## src/rtl/instr_fetch_unit.sv

```systemverilog
// Instruction fetch front end: owns the PC, keeps at most one instruction memory
// read in flight, buffers returned {pc, word} pairs and presents them valid/ready.
module instr_fetch_unit #(
    parameter logic [31:0] RESET_PC  = 32'h0000_0000,
    parameter int          BUF_DEPTH = 2
) (
    input  logic        clk,
    input  logic        reset,
    output logic        imem_req,
    output logic [31:0] imem_addr,
    input  logic        imem_gnt,
    input  logic        imem_rvalid,
    input  logic [31:0] imem_rdata,
    input  logic        redirect,
    input  logic [31:0] redirect_pc,
    output logic        instr_valid,
    input  logic        instr_ready,
    output logic [31:0] instr,
    output logic [31:0] instr_pc,
    output logic [5:0]  Op,
    output logic [5:0]  Funct
);

    localparam int PTR_W = $clog2(BUF_DEPTH);
    localparam int CNT_W = $clog2(BUF_DEPTH + 1);
    localparam logic [CNT_W-1:0] FULL    = CNT_W'(BUF_DEPTH);
    localparam logic [CNT_W-1:0] CNT_ONE = CNT_W'(1);
    localparam logic [PTR_W-1:0] PTR_ONE = PTR_W'(1);

    typedef enum logic [1:0] {
        S_IDLE,
        S_REQ,
        S_WAIT,
        S_DROP
    } state_t;

    state_t            state_reg, state_next;
    logic [31:0]       fetch_pc_reg, fetch_pc_next;
    logic [31:0]       req_pc_reg, req_pc_next;
    logic [CNT_W-1:0]  count_reg, count_next;
    logic [CNT_W-1:0]  count_pop;
    logic [PTR_W-1:0]  rd_ptr_reg, rd_ptr_next;
    logic [PTR_W-1:0]  wr_ptr_reg, wr_ptr_next;
    logic              push;
    logic              pop;
    logic [BUF_DEPTH-1:0] entry_we;

    logic [31:0] pc_mem   [BUF_DEPTH];
    logic [31:0] word_mem [BUF_DEPTH];

    assign instr_valid = (count_reg != '0);
    assign pop         = instr_valid && instr_ready;
    assign count_pop   = count_reg - (pop ? CNT_ONE : '0);

    assign imem_req    = (state_reg == S_REQ);
    assign imem_addr   = fetch_pc_reg;

    assign instr    = word_mem[rd_ptr_reg];
    assign instr_pc = pc_mem[rd_ptr_reg];
    assign Op       = instr[31:26];
    assign Funct    = instr[5:0];

    // Fetch sequencing; a redirect overrides whatever the normal flow decided.
    always_comb begin
        state_next    = state_reg;
        fetch_pc_next = fetch_pc_reg;
        req_pc_next   = req_pc_reg;
        push          = 1'b0;

        unique case (state_reg)
            S_IDLE: begin
                if (count_reg < FULL) begin
                    state_next = S_REQ;
                end
            end
            S_REQ: begin
                if (imem_gnt) begin
                    state_next    = S_WAIT;
                    req_pc_next   = fetch_pc_reg;
                    fetch_pc_next = fetch_pc_reg + 32'd4;
                end
            end
            S_WAIT: begin
                if (imem_rvalid) begin
                    push       = 1'b1;
                    state_next = (count_pop + CNT_ONE < FULL) ? S_REQ : S_IDLE;
                end
            end
            S_DROP: begin
                if (imem_rvalid) begin
                    state_next = S_REQ;
                end
            end
            default: state_next = S_IDLE;
        endcase

        if (redirect) begin
            fetch_pc_next = redirect_pc;
            push          = 1'b0;
            unique case (state_reg)
                S_IDLE:  state_next = S_REQ;
                S_REQ:   state_next = imem_gnt ? S_DROP : S_REQ;
                S_WAIT:  state_next = imem_rvalid ? S_REQ : S_DROP;
                S_DROP:  state_next = imem_rvalid ? S_REQ : S_DROP;
                default: state_next = S_IDLE;
            endcase
        end
    end

    // Buffer bookkeeping; a flush rewinds both pointers so the buffer restarts clean.
    always_comb begin
        count_next  = count_reg;
        rd_ptr_next = rd_ptr_reg;
        wr_ptr_next = wr_ptr_reg;
        if (redirect) begin
            count_next  = '0;
            rd_ptr_next = '0;
            wr_ptr_next = '0;
        end else begin
            if (push) begin
                wr_ptr_next = wr_ptr_reg + PTR_ONE;
            end
            if (pop) begin
                rd_ptr_next = rd_ptr_reg + PTR_ONE;
            end
            count_next = count_pop + (push ? CNT_ONE : '0);
        end
    end

    always_ff @(posedge clk) begin
        if (reset) begin
            state_reg    <= S_IDLE;
            fetch_pc_reg <= RESET_PC;
            req_pc_reg   <= '0;
            count_reg    <= '0;
            rd_ptr_reg   <= '0;
            wr_ptr_reg   <= '0;
        end else begin
            state_reg    <= state_next;
            fetch_pc_reg <= fetch_pc_next;
            req_pc_reg   <= req_pc_next;
            count_reg    <= count_next;
            rd_ptr_reg   <= rd_ptr_next;
            wr_ptr_reg   <= wr_ptr_next;
        end
    end

    generate
        for (genvar gi = 0; gi < BUF_DEPTH; gi++) begin : g_entry_we
            assign entry_we[gi] = push && (wr_ptr_reg == PTR_W'(gi));
        end
    endgenerate

    always_ff @(posedge clk) begin
        if (reset) begin
            for (int i = 0; i < BUF_DEPTH; i++) begin
                pc_mem[i]   <= '0;
                word_mem[i] <= '0;
            end
        end else begin
            for (int i = 0; i < BUF_DEPTH; i++) begin
                if (entry_we[i]) begin
                    pc_mem[i]   <= req_pc_reg;
                    word_mem[i] <= imem_rdata;
                end
            end
        end
    end

endmodule

```

## config.mk

```make
export PLATFORM = sky130hd
export DESIGN_NAME = instr_fetch_unit
export DESIGN_NICKNAME = d
export VERILOG_FILES = /design/src/rtl/instr_fetch_unit.sv
export SDC_FILE = /design/constraint.sdc
export NUM_CORES = 1
export LEC_CHECK = 0
export ABC_AREA = 1
export CAP_MARGIN = 15
export CORE_MARGIN = 1
export CORE_UTILIZATION = 50
export CTS_CLUSTER_DIAMETER = 200
export DETAILED_ROUTE_END_ITERATION = 10
export PLACE_DENSITY = 0.78
export SYNTH_ARGS = -nofsm -noshare
export SYNTH_HDL_FRONTEND = slang
export SYNTH_SLANG_ARGS = --single-unit
```

## constraint.sdc

```tcl
create_clock -name clk -period 8.15 [get_ports clk]
set_input_delay 1.2225 -clock clk [delete_from_list [all_inputs] [get_ports clk]]
set_output_delay 1.2225 -clock clk [all_outputs]
set_load 0.1 [all_outputs]
```

==> metrics, run 1 <==
status finished clean; Tmin final 4.07 ns; area leader, netlist edfxtp_1; Antenna diodes 0; Top Ports 180; critical path type reg2out; slew margin rel. 27.1%; Avg Cell Area, Syn 9.93 µm²; Worst EP arrival 2.85 ns; startpoint of the worst hold path req_pc_reg[4]; Final Cycle Share 50.0%; Mapped Cells 886; GR Util met2 35.7%; post-synth top area share 43.7%; Regs by FF count pc_mem x64, word_mem x64; number of iterations in the first detailed-routing pass 5; P_leak 4.30 nW; Synth warnings 0; DR vias 6,502; IR drop worst, VDD 165 µV; Min Hold Slack 0.461 ns; EDFF count, synth 128; hold path cells 2; reg2reg setup slack 5.83 ns; met1 usage 28.6%; Distinct cells, synth 32; clk root buf clkbuf_16; CTS H-tree depth 4; GR Util met3 4.28%; register area share after synthesis 59.8%; IO buf count 179; GRT overflow 0; Reg2Reg Depth 6; Post-DRT Antenna Nets 0; ys flop type edfxtp_1; clock slew at reported path FFs 0.07 ns; Die Footprint 18,100 µm²; worst slew pin tran 1.09 ns; wire per inst 15.0 µm; fin nets 1,115; cts hold-fix bufs 0; endpoints failing setup 0; setup TNS 0 ns; gr usage total 21.7%; post-cts resize count 0; max_cap viols 0; initial DRC count 408; Core ar. 17,200 µm²; Hold Fails Final Rpt 0; wirelength, routed 19.2 mm; number of buffers created by CTS 17; RSZ-0062 raised after global routing no; Slew Viols, Final 0; #FFs+latches synth 199; R2R Path Start state_reg[0]; row cnt 48; number of global-route vias before repair 6,106; area grow syn2layout 28.5%; Most Crowded Layer GR met2; Initial Util 51.1%; syn_nets 959; layout cells sized above 1 10.8%; Placer Congestion 0.903; die height 135 µm; initial antenna violation count 0; HPWL Detailed 13.1 mm; number of remaining DRC errors 0; Vias per Instance 5.08; largest net degree at the start of global routing 65; critical-path maximum fanout 64; post-CTS setup buffer count 0; Skew-Pair Late Insertion Delay 0.43 ns; clock sink total 199; reg2reg end imem_addr[11]; Post-Syn Area 8800 µm²; synth top area cells edfxtp_1 (44%), dfxtp_1 (16%), mux2_2 (8.2%); Max Clock Freq 0.246 GHz; Worst Clk Skew 0.00943 ns; CP endpoint kind primary output; Worst EP required 6.93 ns; CTS Buffer Depth 2; post-synthesis async set-or-reset flop share 0%; first-pass GRT wire length 30.1 mm; Die X 135 µm; Hold WC Path Type reg2reg; CTS tree built; Layout fillers 1,365; hold path endpoint req_pc_reg[4]; CP Launch Type register; P per Cell Area 215 nW/µm²
[per-stage QoR]
stage                     cells  util (%)  setup WS [ns]  instance area (µm²)  total power (W)
after global placement     1247      61.8           3.57                10600          0.00156
after detailed placement   1247      61.8           3.51                10600          0.00156
after global routing       1279      65.6           3.95                11300          0.00250
final                      1279      65.6           4.08                11300          0.00243
after floorplan             886         -           1.50                 8800          0.00145
after CTS                  1278      65.4           3.97                11300          0.00244
[routing by layer]
layer  wire, µm  up-vias
met5          0        -
met4        338        0
met3       1300       29
met2       9210      267
met1       8370     2990
li1           -     3216
[placed cells by master, fill, tap and decap left out, drive strengths merged]
cell / count
inv: 135
clkbuf: 17
and2: 1
a31oi: 6
nand4: 2
a211oi: 1
a21oi: 58
bufinv: 5
edfxtp: 128
clkinv: 7
xor2: 5
nand3b: 3
xnor2: 3
buf: 4
ha: 3
nor3: 3
or2: 1
nand3: 39
dfxtp: 71
mux2: 64
nand2: 132
clkdlybuf4s50: 179
o21ai: 64
nor2: 123
[worst max-delay path, cell delays in order (launching register included)]
cell	delay, ns
dfxtp_4	0.90
mux2_2	0.34
clkdlybuf4s50_1	1.14
[cells in the mapped netlist (2+ instances only)]
| master | instances |
|---|---|
| nand3b_1 | 3 |
| inv_1 | 130 |
| o21ai_0 | 62 |
| dfxtp_1 | 71 |
| xor2_1 | 5 |
| a21oi_1 | 58 |
| nand3_1 | 39 |
| nand2_2 | 2 |
| nand4_1 | 2 |
| o21ai_1 | 2 |
| buf_2 | 16 |
| nor2_4 | 3 |
| nor3_1 | 2 |
| xnor2_1 | 3 |
| buf_4 | 13 |
| mux2_2 | 64 |
| buf_6 | 4 |
| nor2_2 | 3 |
| ha_1 | 3 |
| a31oi_1 | 6 |
| inv_2 | 2 |
| nor2_1 | 116 |
| clkbuf_1 | 11 |
| edfxtp_1 | 128 |
| buf_1 | 2 |
| nand2_1 | 130 |
[logic make-up (layout without fill, tap and decap cells)]
logic type | count (synthesis) | after routing | share of synthesized area [%]
AOI/OAI and AO/OA | 129 | 129 | 7.45
xor gates and xnor gates | 8 | 8 | 0.796
adders and majority gates | 3 | 3 | 0.427
buffers and inverters | 179 | 347 | 8.79
DFF | 199 | 199 | 59.8
muxes | 64 | 64 | 8.19
and+or+nand+nor | 304 | 304 | 14.5
[cell type report]
type	count	area (µm²)	area share, %
Tap cell	225	282	2.49
Clock inverter	14	204	1.80
Multi-Input combinational cell	508	2780	24.6
Inverter	133	502	4.44
Sequential cell	199	5270	46.6
Clock buffer	17	425	3.76
Timing Repair Buffer	183	1840	16.3
[where the power goes]
part           switching [W]  internal (W)  leakage, nW
clock network       0.000348      0.000541        0.312
logic               0.000291      0.000107         2.08
registers          0.0000289       0.00112         1.91
total               0.000668       0.00177         4.30
[how the worst max path moves through the flow]
| stage | endpoint | depth (start not counted) | start |
|---|---|---|---|
| after floorplan | pc_mem[1][0] | 4 | imem_rvalid |
| after global placement | word_mem[0][2] | 3 | reset |
| after detailed placement | word_mem[0][3] | 3 | reset |
| after CTS | word_mem[0][16] | 3 | reset |
| after global routing | instr_pc[26] | 2 | register |
| final | instr_pc[26] | 2 | register |
Note: power is estimated with default switching activity, not from simulation.
==> inputs of run 2 (changes only) <==
==> constraint.sdc (replaced) <==
create_clock -name clk -period 4.1 [get_ports clk]
set_input_delay 0.615 -clock clk [delete_from_list [all_inputs] [get_ports clk]]
set_output_delay 0.615 -clock clk [all_outputs]
set_load 0.1 [all_outputs]
==> run 2 against run 1 <==
Die area unchanged. Largest power group unchanged. Sequential share of layout area increased by 0.26 points. Critical endpoint is now instr[1]. Clock-buffer cell count increased by 2. Core utilization decreased by 0.40 points. First-iteration DRC count decreased by 6.9%. Register-to-register slack got worse by 4.1 ns. Critical path depth increased by 1. Setup slack got worse by 3.3 ns. Final cell count increased by 0.55%.
==> metrics, run 2 (synthesized netlist as in run 1, its figures left out) <==
CTS tree built; critical-path maximum fanout 45; area of placed instances 10,700 µm²; initial antenna violation count 0; fin nets 1,121; Logic pwr share 17.1%; met2 routed WL 9.49 mm; clock share of power 33.7%; clock sink total 199; Tmin final 3.33 ns; CTS Buffer Depth 2; endpoints failing setup 0; Skew-Pair Late Insertion Delay 0.43 ns; Cells after DPL 1,254; Post-DRT Antenna Nets 0; Worst EP required 3.48 ns; HPWL Detailed 13.4 mm; Worst Clk Skew 0.00830 ns; wirelength, routed 19.5 mm; Layout Cells excl Fill 1,286; row cnt 48; most frequent cells in the layout clkdlybuf4s50_1 (159), inv_1 (130), nand2_1 (129), edfxtp_1 (128), nor2_1 (116); gr usage total 22.4%; Worst EP arrival 2.71 ns; Initial Util 51.1%; number of iterations in the first detailed-routing pass 4; Met3 Routed Length 1.08 mm; Int Power 0.00328 W; Switching Fraction 29.0%; P per Cell Area 412 nW/µm²; IR drop worst, VDD 296 µV; Regs by FF count pc_mem x64, word_mem x64; clock slew at reported path FFs 0.07 ns; Layout fillers 1,362; RSZ-0062 raised after global routing no; post-CTS setup buffer count 0; Vias per Instance 5.05; Core ar. 17,200 µm²; initial DRC count 380; layout cells sized above 1 13.3%; Post-Route M1 WL 8.46 mm; most common cell after layout, fill and taps aside clkdlybuf4s50_1; Final Cycle Share 81.2%; setup TNS 0 ns; Antenna diodes 0; status finished clean; Hold WC Path Type reg2reg; Slew Viols, Final 0; P_leak 4.33 nW; Die Footprint 18,100 µm²; top sig layer met4; largest net degree at the start of global routing 47; Max Clock Freq 0.300 GHz; die height 135 µm; number of global-route vias before repair 6,296; area grow syn2layout 27.7%; CP Launch Type register; Hold Fails Final Rpt 0; clk root buf clkbuf_16; post-cts resize count 0; final instance area 11,200 µm²; CTS H-tree depth 4; Placer Congestion 0.936; Top Ports 180; sequential share of power 49.2%; GRT overflow 0; slew margin rel. 33.0%; critical path type reg2out; number of buffers created by CTS 17; wire per inst 15.1 µm; DR vias 6,497; CP endpoint kind primary output; IO buf count 179; Die X 135 µm; Switch Pwr 0.00134 W; cts hold-fix bufs 0; first-pass GRT wire length 31.0 mm; number of remaining DRC errors 0; max_cap viols 0; worst slew pin tran 1.00 ns
-- run 2: cell type report --
class	count	area [µm²]	share of cell area [%]
sequential	199	5270	46.9
multi-input combinational	508	2780	24.7
timing repair buffer	189	1850	16.5
inverter	133	502	4.47
clock buffer	19	443	3.94
tap	225	282	2.51
clock inverter	13	108	0.958
-- run 2: path summary, 6_finish.rpt --
check             slack, ns      endpoint  depth (start not counted)    startpoint
setup reg to reg       1.71  pc_mem[1][1]                          7  state_reg[1]
hold / removal         0.45    rd_ptr_reg                          1    rd_ptr_reg
hold reg to reg        0.45    rd_ptr_reg                          1    rd_ptr_reg
setup / recovery       0.77      instr[1]                          3      register
-- run 2: critical path, cell delays in order, from the launching register on --
cell and delay, ns:
dfxtp_2 0.31, buf_4 0.49, mux2_2 0.30, clkdlybuf4s50_1 1.13
-- run 2: through the flow --
| stage | hold WS [ns] | utilization [%] | power, W | worst slack (ns) |
|---|---|---|---|---|
| 2_1_floorplan | 0.425 | - | 0.00288 | 1.01 |
| 3_3_place_gp | 0.436 | 62.0 | 0.00310 | 1.13 |
| 3_5_place_dp | 0.445 | 62.0 | 0.00311 | 1.09 |
| 4_1_cts | 0.455 | 65.2 | 0.00465 | 0.736 |
| 5_1_grt | 0.463 | 65.2 | 0.00477 | 0.672 |
| 6_report | 0.452 | 65.2 | 0.00463 | 0.771 |
-- run 2: power groups by stage --
stage	sequential (W)	combinational, W	clock [W]
after floorplan	0.00245	0.000433	0
after global placement	0.00231	0.000787	0
after detailed placement	0.00232	0.000793	0
after CTS	0.00227	0.000796	0.00158
after global routing	0.00229	0.000833	0.00165
final	0.00228	0.000793	0.00156
-- run 2: metal layers --
metal / track usage, % / vias up
li1: - / 3219
met1: 28.2 / 3023
met2: 38.1 / 224
met3: 4.17 / 31
met4: 8.86 / 0
met5: 0 / -
